**config.mk**
```make
export PLATFORM = sky130hd
export DESIGN_NAME = multicycle_control_fsm
export DESIGN_NICKNAME = d
export VERILOG_FILES = /design/src/rtl/multicycle_control_fsm.sv
export SDC_FILE = /design/constraint.sdc
export NUM_CORES = 1
export LEC_CHECK = 0
export BUFFER_PORTS_ARGS = -buffer_cell sky130_fd_sc_hd__buf_2
export CELL_PAD_IN_SITES_DETAIL_PLACEMENT = 0
export CELL_PAD_IN_SITES_GLOBAL_PLACEMENT = 1
export CORE_MARGIN = 1.5
export CORE_UTILIZATION = 31
export CTS_CLUSTER_DIAMETER = 200
export CTS_CLUSTER_SIZE = 8
export DETAILED_ROUTE_END_ITERATION = 8
export GPL_TIMING_DRIVEN = 0
export PLACE_DENSITY_LB_ADDON = 0.1
export SYNTH_ARGS = -nofsm -noshare
export SYNTH_HDL_FRONTEND = slang
export SYNTH_SLANG_ARGS = --single-unit
```
**constraint.sdc**
```tcl
create_clock -name clk -period 3.3 [get_ports clk]
set_input_delay 0.66 -clock clk [delete_from_list [all_inputs] [get_ports clk]]
set_output_delay 0.66 -clock clk [all_outputs]
set_load 0.03 [all_outputs]
```
**src/rtl/multicycle_control_fsm.sv**
```systemverilog
// Main sequencer for the multi-cycle RV32I core: steps each instruction through
// FETCH/DECODE/EXECUTE/MEM/WRITEBACK and steers every datapath strobe and mux select.
module multicycle_control_fsm #(
  parameter int unsigned MAX_WAIT = 255
) (
  input  logic        clk,
  input  logic        rst_n,
  input  logic [6:0]  opcode,
  input  logic [2:0]  func3,
  input  logic [31:0] rs1v,
  input  logic [31:0] rs2v,
  input  logic        mem_ready,
  output logic        mem_req,
  output logic        mem_we,
  output logic        mem_addr_sel,
  output logic        ir_we,
  output logic        pc_we,
  output logic        pc_sel,
  output logic [1:0]  alu_a_sel,
  output logic        alu_b_sel,
  output logic        rf_we,
  output logic [1:0]  wb_sel,
  output logic [2:0]  state_o,
  output logic        trap,
  output logic        instr_retired
);

  localparam int unsigned WAIT_W = $clog2(MAX_WAIT + 1);

  localparam logic [6:0] OP_R      = 7'b0110011;
  localparam logic [6:0] OP_I      = 7'b0010011;
  localparam logic [6:0] OP_LOAD   = 7'b0000011;
  localparam logic [6:0] OP_STORE  = 7'b0100011;
  localparam logic [6:0] OP_BRANCH = 7'b1100011;
  localparam logic [6:0] OP_JAL    = 7'b1101111;
  localparam logic [6:0] OP_JALR   = 7'b1100111;
  localparam logic [6:0] OP_LUI    = 7'b0110111;
  localparam logic [6:0] OP_AUIPC  = 7'b0010111;

  localparam logic [1:0] A_RS1  = 2'b00;
  localparam logic [1:0] A_PC   = 2'b01;
  localparam logic [1:0] A_ZERO = 2'b10;

  typedef enum logic [2:0] {
    S_FETCH   = 3'd0,
    S_DECODE  = 3'd1,
    S_EXECUTE = 3'd2,
    S_MEM     = 3'd3,
    S_WB      = 3'd4,
    S_TRAP    = 3'd5
  } state_t;

  state_t              state, state_nx;
  logic [WAIT_W-1:0]   wait_cnt, wait_nx;
  logic                timeout;
  logic                legal_op;
  logic                br_taken;
  logic                br_illegal;

  // State and wait counter; reset abandons any instruction in flight.
  always_ff @(posedge clk) begin
    if (!rst_n) begin
      state    <= S_FETCH;
      wait_cnt <= '0;
    end else begin
      state    <= state_nx;
      wait_cnt <= wait_nx;
    end
  end

  assign timeout = (wait_cnt == WAIT_W'(MAX_WAIT - 1));

  always_comb begin
    legal_op = 1'b0;
    case (opcode)
      OP_R, OP_I, OP_LOAD, OP_STORE, OP_BRANCH,
      OP_JAL, OP_JALR, OP_LUI, OP_AUIPC: legal_op = 1'b1;
      default:                           legal_op = 1'b0;
    endcase
  end

  // Branch resolution; func3 010/011 have no branch meaning and trap.
  always_comb begin
    br_taken   = 1'b0;
    br_illegal = 1'b0;
    case (func3)
      3'b000:  br_taken = (rs1v == rs2v);
      3'b001:  br_taken = (rs1v != rs2v);
      3'b100:  br_taken = ($signed(rs1v) <  $signed(rs2v));
      3'b101:  br_taken = ($signed(rs1v) >= $signed(rs2v));
      3'b110:  br_taken = (rs1v <  rs2v);
      3'b111:  br_taken = (rs1v >= rs2v);
      default: br_illegal = 1'b1;
    endcase
  end

  always_comb begin
    state_nx      = state;
    mem_req       = 1'b0;
    mem_we        = 1'b0;
    mem_addr_sel  = 1'b0;
    ir_we         = 1'b0;
    pc_we         = 1'b0;
    pc_sel        = 1'b0;
    alu_a_sel     = A_RS1;
    alu_b_sel     = 1'b0;
    rf_we         = 1'b0;
    wb_sel        = 2'b00;
    trap          = 1'b0;
    instr_retired = 1'b0;

    case (state)
      S_FETCH: begin
        mem_req = 1'b1;
        if (mem_ready) begin
          ir_we    = 1'b1;
          state_nx = S_DECODE;
        end else if (timeout) begin
          state_nx = S_TRAP;
        end
      end
      S_DECODE: state_nx = legal_op ? S_EXECUTE : S_TRAP;
      S_EXECUTE: begin
        case (opcode)
          OP_R:  state_nx = S_WB;
          OP_I: begin
            alu_b_sel = 1'b1;
            state_nx  = S_WB;
          end
          OP_LUI: begin
            alu_a_sel = A_ZERO;
            alu_b_sel = 1'b1;
            state_nx  = S_WB;
          end
          OP_AUIPC: begin
            alu_a_sel = A_PC;
            alu_b_sel = 1'b1;
            state_nx  = S_WB;
          end
          OP_LOAD, OP_STORE: begin
            alu_b_sel = 1'b1;
            state_nx  = S_MEM;
          end
          OP_JAL, OP_JALR: begin
            alu_a_sel     = (opcode == OP_JAL) ? A_PC : A_RS1;
            alu_b_sel     = 1'b1;
            rf_we         = 1'b1;
            wb_sel        = 2'b10;
            pc_we         = 1'b1;
            pc_sel        = 1'b1;
            instr_retired = 1'b1;
            state_nx      = S_FETCH;
          end
          OP_BRANCH: begin
            alu_a_sel = A_PC;
            alu_b_sel = 1'b1;
            if (br_illegal) begin
              state_nx = S_TRAP;
            end else begin
              pc_we         = 1'b1;
              pc_sel        = br_taken;
              instr_retired = 1'b1;
              state_nx      = S_FETCH;
            end
          end
          default: state_nx = S_TRAP;
        endcase
      end
      S_MEM: begin
        mem_req      = 1'b1;
        mem_addr_sel = 1'b1;
        mem_we       = (opcode == OP_STORE);
        if (mem_ready) begin
          if (opcode == OP_STORE) begin
            pc_we         = 1'b1;
            instr_retired = 1'b1;
            state_nx      = S_FETCH;
          end else begin
            state_nx = S_WB;
          end
        end else if (timeout) begin
          state_nx = S_TRAP;
        end
      end
      S_WB: begin
        rf_we         = 1'b1;
        pc_we         = 1'b1;
        instr_retired = 1'b1;
        wb_sel        = (opcode == OP_LOAD) ? 2'b01 : 2'b00;
        state_nx      = S_FETCH;
      end
      S_TRAP:  trap = 1'b1;
      default: state_nx = S_TRAP;
    endcase

    // Reset holds every output low regardless of the state being left.
    if (!rst_n) begin
      mem_req       = 1'b0;
      mem_we        = 1'b0;
      mem_addr_sel  = 1'b0;
      ir_we         = 1'b0;
      pc_we         = 1'b0;
      pc_sel        = 1'b0;
      alu_a_sel     = 2'b00;
      alu_b_sel     = 1'b0;
      rf_we         = 1'b0;
      wb_sel        = 2'b00;
      trap          = 1'b0;
      instr_retired = 1'b0;
    end
  end

  // Counts consecutive stalled request cycles; any progress or state change clears it.
  always_comb begin
    wait_nx = '0;
    if ((state == S_FETCH || state == S_MEM) && !mem_ready && state_nx == state)
      wait_nx = wait_cnt + WAIT_W'(1);
  end

  assign state_o = rst_n ? 3'(state) : 3'd0;

endmodule

```
==> results.py, run 1 <==
metrics = {
    "outcome": {
        "status": "complete, but fails checks",
        "violations": "setup timing",
    },
    "routing": {
        "viasPerCell": 4.82,
        "drc_errors": 0,
        "via_count": 2037,
        "top_layer": "met4",
        "met3_length_um": 312,
        "wl_per_cell_um": 11.2,
        "wl_met2_um": 2210,
        "postRouteAntennaNets": 0,
        "firstDrtPassIters": 4,
        "drtIter0Drc": 37,
        "wl_met1_um": 2180,
        "routed_wl_um": 4750,
    },
    "synthesis": {
        "synth_ff_type": "dfxtp_1",
        "syn-num-nets": 364,
        "ys_types": 48,
        "syn_inst": 253,
        "syn_avg_cell_area_um2": 6.98,
        "async_flop_share_pct": 0,
        "yosys_warnings": 0,
        "post-synth-top-area-cell": "ha_1",
        "synth-edff-count": 0,
        "synth_top_area_share_pct": 24.1,
        "ys_ff_latch": 11,
        "netlist_area_um2": 1770,
        "seq_area_frac_synth_pct": 12.5,
        "yosys-top-cells-area": "ha_1 (24%), dfxtp_1 (12%), inv_1 (8.7%)",
    },
    "setup_path": {
        "cp-end-kind": "primary output",
        "crit_slowest_cell": "o31a_1",
        "crit_buf_inv": 3,
        "worstPathCellList": "buf_6 > inv_2 > ha_4 > a21oi_2 > o21ai_1 > a221o_1 > o31a_1 > o21a_1 > o21ai_1 > o311ai_2 > a41oi_2 > buf_6",
        "worstSetupPathType": "in -> out",
        "rrSetupSlack_ps": 1400,
        "worstReg2RegEnd": "wait_cnt[2]",
        "critPathMaxStageDelay_ps": 340,
        "crit_family": "compound AO/OA/AOI/OAI gates",
        "cp.arrival_ps": 2700,
        "cp-start-kind": "input port",
        "reg2reg_depth": 7,
        "critPathRequiredTime_ps": 2640,
        "crit_path_max_fanout": 3,
        "worst_r2r_startpoint": "wait_cnt[2]",
    },
    "worst_hold_path": {
        "worstHoldStart": "wait_cnt[0]",
        "hp-class": "reg -> reg",
        "whs_path_depth": 1,
        "holdPathEnd": "wait_cnt[0]",
    },
    "clock_network": {
        "cts_root_buffer": "clkbuf_8",
        "clk_latency_ps": 240,
        "cts.hold.buffers_added": 0,
        "cts_tree": "done",
        "h-tree-depth": 1,
        "cts_max_path_buffers": 2,
        "cts.clk_slew.worst_paths_ps": 50,
        "numCtsBuffers": 3,
        "cts_sinks": 11,
    },
    "finish": {
        "antenna_cells": 0,
        "syn_to_final_growth_pct": 49.8,
        "final_cell_mix": "buf_2 (85), inv_1 (30), nor2_1 (22), a21oi_1 (22), ha_1 (22)",
        "final_util_pct": 48.1,
        "drive_above_1_share_pct": 39.3,
        "layout.nets": 463,
        "final_common_cell": "buf_2",
        "nFillCells": 591,
    },
    "power_and_ir_drop": {
        "p_per_area_nw_per_um2": 204,
        "seq_power_share_pct": 26.3,
        "leakagePower_uw": 0.00132,
        "switching_share_pct": 35.9,
        "p_comb_share_pct": 48.1,
        "p_int_uw": 345,
        "p_sw_uw": 194,
        "ir_worst_vdd_mv": 0.226,
        "pwr-share-clk_pct": 25.6,
    },
    "timing": {
        "drv_slew": 0,
        "post-route-period-util_pct": 102,
        "final-hold-violation-count": 0,
        "maxSlewHeadroom_pct": 69.0,
        "hold-worst-slack_ps": 492,
        "fin_skew_ps": 4.55,
        "fmax_mhz": 298,
        "grt_setup_unrepaired": "true",
        "fin_setup_tns_ps": -59.0,
        "worst_slack_ps": -59.0,
        "worst_slew_pin_slew_ps": 466,
        "min_period_ps": 3360,
        "setup_viol": 1,
    },
    "grt": {
        "antenna_found_initial": 0,
        "grt-ovfl-total": 0,
        "grt_pass1_wl_um": 8110,
        "grt_pass1_vias": 1989,
        "track_usage_pct": 15.9,
        "grt_max_degree": 11,
    },
    "die": {
        "initial_core_util_pct": 32.1,
        "chipHeight_um": 78.5,
        "die_w_um": 78.5,
        "num_io_pins": 94,
        "fp.coreArea_um2": 5510,
        "row_count": 27,
        "dieArea_um2": 6160,
    },
    "placement": {
        "hpwl_um": 3830,
        "dpl_worst_slack_ps": -229,
        "gp_congestion": 0.795,
        "io_buffers": 92,
    },
    "job": {
        "drv_cap": 0,
    },
}
==> sequential cells by signal, indices dropped and copies added, names as in the netlist <==
signal    flops
wait_cnt      8
state         3
==> power by group through the flow <==
| stage | logic [uW] | registers [uW] | clock network [uW] |
|---|---|---|---|
| 3_3_place_gp | 220 | 145 | 0 |
| 5_1_grt | 294 | 143 | 152 |
| 4_1_cts | 256 | 142 | 144 |
| 3_5_place_dp | 221 | 145 | 0 |
| 2_1_floorplan | 138 | 143 | 0 |
| 6_report | 259 | 142 | 138 |
==> per-stage QoR <==
step / power (uW) / area [um2] / std cells
2_1_floorplan: 281 / 1780 / 253
4_1_cts: 542 / 2630 / 423
5_1_grt: 589 / 2650 / 423
3_5_place_dp: 365 / 2330 / 417
6_report: 539 / 2650 / 423
3_3_place_gp: 364 / 2330 / 417
==> cell families after synthesis <==
group | count (synthesis) | synth area share, %
simple gates | 98 | 28.0
compound gates | 57 | 21.5
flops | 11 | 12.5
buf+inv | 45 | 9.84
xor+xnor | 7 | 3.47
fa+ha+maj | 34 | 24.1
mux | 1 | 0.567
==> final cells by class <==
cell class | count | area, um2 | area share (%)
clock buffers | 4 | 45.0 | 1.70
multi-input cells | 197 | 1580 | 59.8
repair buffers | 94 | 526 | 19.9
plain buffers | 4 | 20.0 | 0.757
flip-flops and latches | 11 | 220 | 8.32
well taps | 72 | 90.1 | 3.40
inverters | 41 | 164 | 6.19
==> worst max path at each step <==
stage | from | cells after the start | slack (ps) | endpoint
after CTS | rs2v[14] | 12 | -60 | pc_sel
after global routing | rs1v[10] | 11 | -150 | pc_sel
final | rs2v[7] | 12 | -60 | pc_sel
after global placement | rs2v[14] | 11 | -200 | pc_sel
after detailed placement | rs2v[14] | 11 | -230 | pc_sel
after floorplan | rs2v[14] | 10 | 80 | pc_sel
==> cells in the mapped netlist (2+ instances only) <==
cell       n
a211o_1    2
nor3_1     6
a31oi_1    2
o211ai_1   2
ha_1      34
a21oi_2    2
and2_1     3
dfxtp_1   11
o21a_1     2
clkbuf_1   2
nand4_1    5
and3_1     5
xnor2_1    2
inv_1     41
or3_1      2
nand2b_1   4
o21ai_0    8
xor2_1     5
a21oi_1   24
nand3_1   17
a21o_1     2
nand2_1   19
nor2b_1    6
nor2_1    22
and4_1     2
==> metal layers <==
metal | GRT usage (%) | up-vias
li1 | - | 1080
met1 | 18.8 | 892
met2 | 29.1 | 58
met3 | 3.84 | 7
met4 | 2.86 | 0
met5 | 0 | -
==> worst register-to-register path, stage by stage (launching register included) <==
cell       delay, ps
dfxtp_1          330
and3_1           210
and3_1           200
a31oi_1          270
a21oi_1          130
o21ai_0          300
o2111ai_4        230
nor2_1           150
==> timing repair <==
action                                  CTS  global route
endpoints found under the setup margin    1             1
resized for setup                        44             3
setup buffers                             2             0
pin swaps                                21             3
(Power assumes the default switching activity.)
==> run 2, diff against run 1 <==
CORE_UTILIZATION = 33   (was 31)
PLACE_DENSITY = 0.9   (was default)
PLACE_DENSITY_LB_ADDON = default   (was 0.1)
clock period = 4 ns   (was 3.3 ns; I/O delays follow)
==> results.py, run 2 (same netlist as run 1, synthesis figures left out) <==
metrics = {
    "timing": {
        "final-hold-violation-count": 0,
        "maxSlewHeadroom_pct": 70.1,
        "worst_slew_pin_slew_ps": 449,
        "setup_viol": 0,
        "min_period_ps": 3790,
        "fin_setup_tns_ps": 0,
        "fin_skew_ps": 8.92,
        "grt_setup_unrepaired": "false",
        "drv_slew": 0,
        "fmax_mhz": 264,
        "post-route-period-util_pct": 94.8,
    },
    "setup_path": {
        "cp-end-kind": "primary output",
        "path_common_cell": "buf_2",
        "worstSetupPathType": "in -> out",
        "crit_path_max_fanout": 3,
        "critPathMaxStageDelay_ps": 340,
        "worstPathCellList": "buf_2 > ha_1 > a21oi_2 > nand2_1 > a221o_1 > o31a_1 > o21a_1 > o21ai_1 > o311ai_1 > a41oi_1 > buf_2",
        "crit_buf_inv": 2,
        "crit_family": "compound AO/OA/AOI/OAI gates",
        "cp-start-kind": "input port",
        "critPathRequiredTime_ps": 3200,
        "cp.arrival_ps": 2990,
        "crit_slowest_cell": "a221o_1",
    },
    "clock_network": {
        "numCtsBuffers": 3,
        "cts.clk_slew.worst_paths_ps": 50,
        "cts_sinks": 11,
        "cts_tree": "done",
        "post-cts-setup-buffer-count": 0,
        "clk_latency_ps": 240,
        "cts_max_path_buffers": 2,
        "cts_resized": 0,
        "cts.hold.buffers_added": 0,
        "cts_root_buffer": "clkbuf_8",
        "h-tree-depth": 1,
    },
    "finish": {
        "top_register": "wait_cnt",
        "antenna_cells": 0,
        "nFillCells": 553,
        "final_cell_mix": "buf_2 (93), inv_1 (41), ha_1 (34)",
        "reg_top3": "wait_cnt x8, state x3",
        "final_common_cell": "buf_2",
        "syn_to_final_growth_pct": 33.6,
        "largest_reg_flops": 8,
        "layout.nets": 461,
        "final_cells": 419,
        "drive_above_1_share_pct": 29.5,
    },
    "placement": {
        "dp.cells": 415,
        "gp_congestion": 0.870,
        "io_buffers": 92,
        "hpwl_um": 4000,
    },
    "die": {
        "row_count": 26,
        "die_w_um": 76.2,
        "dieArea_um2": 5800,
        "initial_core_util_pct": 34.4,
        "fp.coreArea_um2": 5140,
        "num_io_pins": 94,
        "chipHeight_um": 76.2,
    },
    "routing": {
        "via_count": 2011,
        "drtIter0Drc": 74,
        "viasPerCell": 4.80,
        "firstDrtPassIters": 4,
        "postRouteAntennaNets": 0,
        "wl_per_cell_um": 10.9,
        "routed_wl_um": 4550,
        "drc_errors": 0,
    },
    "grt": {
        "grt_pass1_wl_um": 8220,
        "met1_usage_pct": 20.1,
        "gr-max-usage-layer": "met2",
        "grt_util_met2_pct": 30.5,
        "grt_pass1_vias": 2004,
        "grt-ovfl-total": 0,
        "antenna_found_initial": 0,
        "met3_usage_pct": 2.99,
        "track_usage_pct": 16.4,
        "grt_max_degree": 11,
    },
    "worst_hold_path": {
        "hp-class": "reg -> reg",
    },
    "power_and_ir_drop": {
        "ir_worst_vdd_mv": 0.230,
        "p_per_area_nw_per_um2": 174,
        "leakagePower_uw": 0.00129,
    },
    "outcome": {
        "status": "finished clean",
    },
    "job": {
        "drv_cap": 0,
    },
}
run 2: cell types whose count changed in the layout (fill, tap and decap cells not counted), sizes merged:
cell	before	now
buf	96	94
run 2: power by group:
| part | switching (uW) | internal, uW |
|---|---|---|
| Clock | 43.2 | 70.1 |
| Sequential | 4.04 | 113 |
| Combinational | 98.7 | 82.7 |
run 2: metal layers:
metal  share of wire (%)  up-vias
li1                    -     1077
met3                 5.8        0
met5                   0        -
met1                  46      876
met4                   0        0
met2                  48       58
run 2: area by class of cell:
| class | count | area [um2] | share of cell area, % |
|---|---|---|---|
| plain buffers | 4 | 20.0 | 0.848 |
| flip-flops and latches | 11 | 220 | 9.33 |
| clock buffers | 4 | 45.0 | 1.91 |
| well taps | 70 | 87.6 | 3.71 |
| inverters | 41 | 154 | 6.52 |
| repair buffers | 92 | 460 | 19.5 |
| multi-input cells | 197 | 1370 | 58.2 |
run 2: final timing paths:
| path | from | to | slack [ps] | depth (start not counted) |
|---|---|---|---|---|
| setup / recovery | rs1v[14] | pc_sel | 210 | 11 |
| hold / removal | wait_cnt[0] | wait_cnt[0] | 500 | 1 |
| setup reg to reg | wait_cnt[2] | wait_cnt[2] | 2090 | 7 |
| hold reg to reg | wait_cnt[0] | wait_cnt[0] | 500 | 1 |
run 2: worst register-to-register path, stage by stage (launching register included):
cell	delay, ps
dfxtp_1	330
and3_1	210
and3_1	200
a31oi_1	300
a21oi_1	130
o21ai_0	300
o2111ai_4	230
nor2_1	150
run 2: through the flow:
step	hold slack, ps	cell area (um2)	util, %	power [uW]	setup slack [ps]
after floorplan	453	1770	-	232	251
after global placement	477	2310	45.0	298	279
after detailed placement	490	2310	45.0	301	234
after CTS	502	2360	45.9	416	224
after global routing	529	2360	45.9	450	115
final	502	2360	45.9	412	207
==> run 3, diff against run 2 <==
ABC_AREA = 1   (was default)
PLACE_DENSITY = 0.91   (was 0.9)
==> results.py, run 3 <==
metrics = {
    "finish": {
        "top_register": "wait_cnt",
        "layout.nets": 519,
        "final_util_pct": 45.1,
        "final_cell_mix": "buf_2 (93), nand2_1 (73), inv_1 (64)",
        "reg_top3": "wait_cnt x8, state x3",
        "antenna_cells": 0,
        "drive_above_1_share_pct": 27.8,
        "syn_to_final_growth_pct": 32.3,
        "final_common_cell": "buf_2",
        "final_cells": 479,
        "largest_reg_flops": 8,
    },
    "die": {
        "die_w_um": 78.2,
        "chipHeight_um": 78.2,
        "dieArea_um2": 6110,
        "fp.coreArea_um2": 5470,
        "row_count": 27,
        "num_io_pins": 94,
        "initial_core_util_pct": 34.1,
    },
    "synthesis": {
        "synth_common_cells": "nand2_1 (73), inv_1 (64), nor2_1 (37)",
        "syn_avg_cell_area_um2": 6.01,
        "netlist_area_um2": 1860,
        "ys_types": 30,
        "syn_inst": 310,
        "post-synth-top-area-cell": "ha_1",
        "yosys-top-cells-area": "ha_1 (23%), nand2_1 (15%), inv_1 (13%)",
        "synth_top_area_share_pct": 22.8,
        "seq_area_frac_synth_pct": 11.8,
        "synth_ff_type": "dfxtp_1",
        "synthMostInstantiatedCell": "nand2_1",
        "async_flop_share_pct": 0,
        "ys_ff_latch": 11,
        "yosys_warnings": 0,
        "syn-num-nets": 421,
        "synth-edff-count": 0,
    },
    "power_and_ir_drop": {
        "leakagePower_uw": 0.00151,
        "p_per_area_nw_per_um2": 203,
        "finalPower_uw": 501,
        "ir_worst_vdd_mv": 0.151,
    },
    "worst_hold_path": {
        "holdPathEnd": "wait_cnt[0]",
        "whs_path_depth": 1,
        "hp-class": "reg -> reg",
        "worstHoldStart": "wait_cnt[0]",
    },
    "grt": {
        "track_usage_pct": 14.7,
        "grt_pass1_vias": 1904,
        "grt_pass1_wl_um": 7610,
        "antenna_found_initial": 0,
        "grt-ovfl-total": 0,
        "grt_max_degree": 10,
    },
    "routing": {
        "drc_errors": 0,
        "routed_wl_um": 4440,
        "drtIter0Drc": 82,
        "firstDrtPassIters": 4,
        "viasPerCell": 4.50,
        "postRouteAntennaNets": 0,
        "via_count": 2156,
        "wl_per_cell_um": 9.26,
    },
    "setup_path": {
        "worstReg2RegEnd": "wait_cnt[0]",
        "critPathRequiredTime_ps": 3200,
        "crit_start": "rs2v[31]",
        "worst_r2r_startpoint": "wait_cnt[0]",
        "cp.arrival_ps": 2570,
        "rrSetupSlack_ps": 2240,
        "reg2reg_depth": 11,
        "cp-start-kind": "input port",
        "cp-end-kind": "primary output",
        "crit_path_max_fanout": 4,
        "worstSetupPathType": "in -> out",
    },
    "clock_network": {
        "post-cts-setup-buffer-count": 0,
        "h-tree-depth": 1,
        "cts_root_buffer": "clkbuf_8",
        "cts_tree": "done",
        "numCtsBuffers": 3,
        "cts.clk_slew.worst_paths_ps": 50,
        "cts.hold.buffers_added": 0,
        "cts_max_path_buffers": 2,
        "cts_resized": 0,
        "clk_latency_ps": 240,
        "cts_sinks": 11,
    },
    "timing": {
        "grt_setup_unrepaired": "false",
        "drv_slew": 0,
        "worst_slew_pin_slew_ps": 289,
        "fmax_mhz": 297,
        "final-hold-violation-count": 0,
        "fin_setup_tns_ps": 0,
        "maxSlewHeadroom_pct": 80.5,
        "fin_skew_ps": 1.21,
        "post-route-period-util_pct": 84.2,
        "setup_viol": 0,
        "min_period_ps": 3370,
    },
    "outcome": {
        "status": "finished clean",
    },
    "placement": {
        "gp_congestion": 0.867,
        "hpwl_um": 4020,
        "io_buffers": 93,
        "dp.cells": 475,
    },
    "job": {
        "drv_cap": 0,
    },
}
-- run 3: worst max path at each step --
| stage | end | slack, ps | depth (start not counted) |
|---|---|---|---|
| after global routing | pc_sel | 400 | 16 |
| after detailed placement | pc_sel | 610 | 16 |
| after floorplan | pc_we | 680 | 7 |
| after CTS | pc_sel | 610 | 16 |
| after global placement | pc_sel | 610 | 16 |
| final | pc_sel | 630 | 16 |
-- run 3: cells by family after synthesis --
kind of cell / after synthesis / share of synthesized area (%)
fa+ha+maj: 34 / 22.8
buf+inv: 68 / 14.0
xor+xnor: 6 / 2.82
flops: 11 / 11.8
compound gates: 35 / 10.4
simple gates: 156 / 38.2
-- run 3: final cells by class --
type	instances	area, um2
timing repair buffer	93	465
multi-input combinational	231	1380
inverter	66	248
clock inverter	1	5.00
clock buffer	3	41.3
sequential	11	220
tap	72	90.1
fill	619	3010
buffer	2	12.5
-- run 3: layer usage --
metal / share of wire [%] / vias to the layer above / global-route usage, % / routed length [um]
li1: - / 1181 / - / -
met1: 46 / 895 / 19.4 / 2030
met4: 0.56 / 0 / 1.61 / 25
met5: 0 / - / 0 / 0
met2: 46 / 76 / 25.6 / 2040
met3: 7.6 / 4 / 3.02 / 338
-- run 3: where the power goes --
part	internal [uW]	switching (uW)
logic	105	162
registers	117	5.69
clock network	68.5	42.8
total	290	211
-- run 3: worst max-delay path, cell delays in order --
cell and delay (ps):
buf_2 70, inv_1 30, ha_1 320, nand2_1 80, nor2_1 130, nand2_1 110, nor3b_1 220, nand2_1 130
nand2_1 70, nand2_1 60, nand3_1 70, nand2_1 50, inv_1 50, nor2_1 40, nor2_1 130, buf_2 220
-- run 3: metrics by stage --
stage	worst slack [ps]	cell area (um2)	hold slack, ps
4_1_cts	607	2470	463
6_report	631	2470	466
3_5_place_dp	613	2420	451
3_3_place_gp	613	2420	445
5_1_grt	395	2470	490
2_1_floorplan	681	1860	430
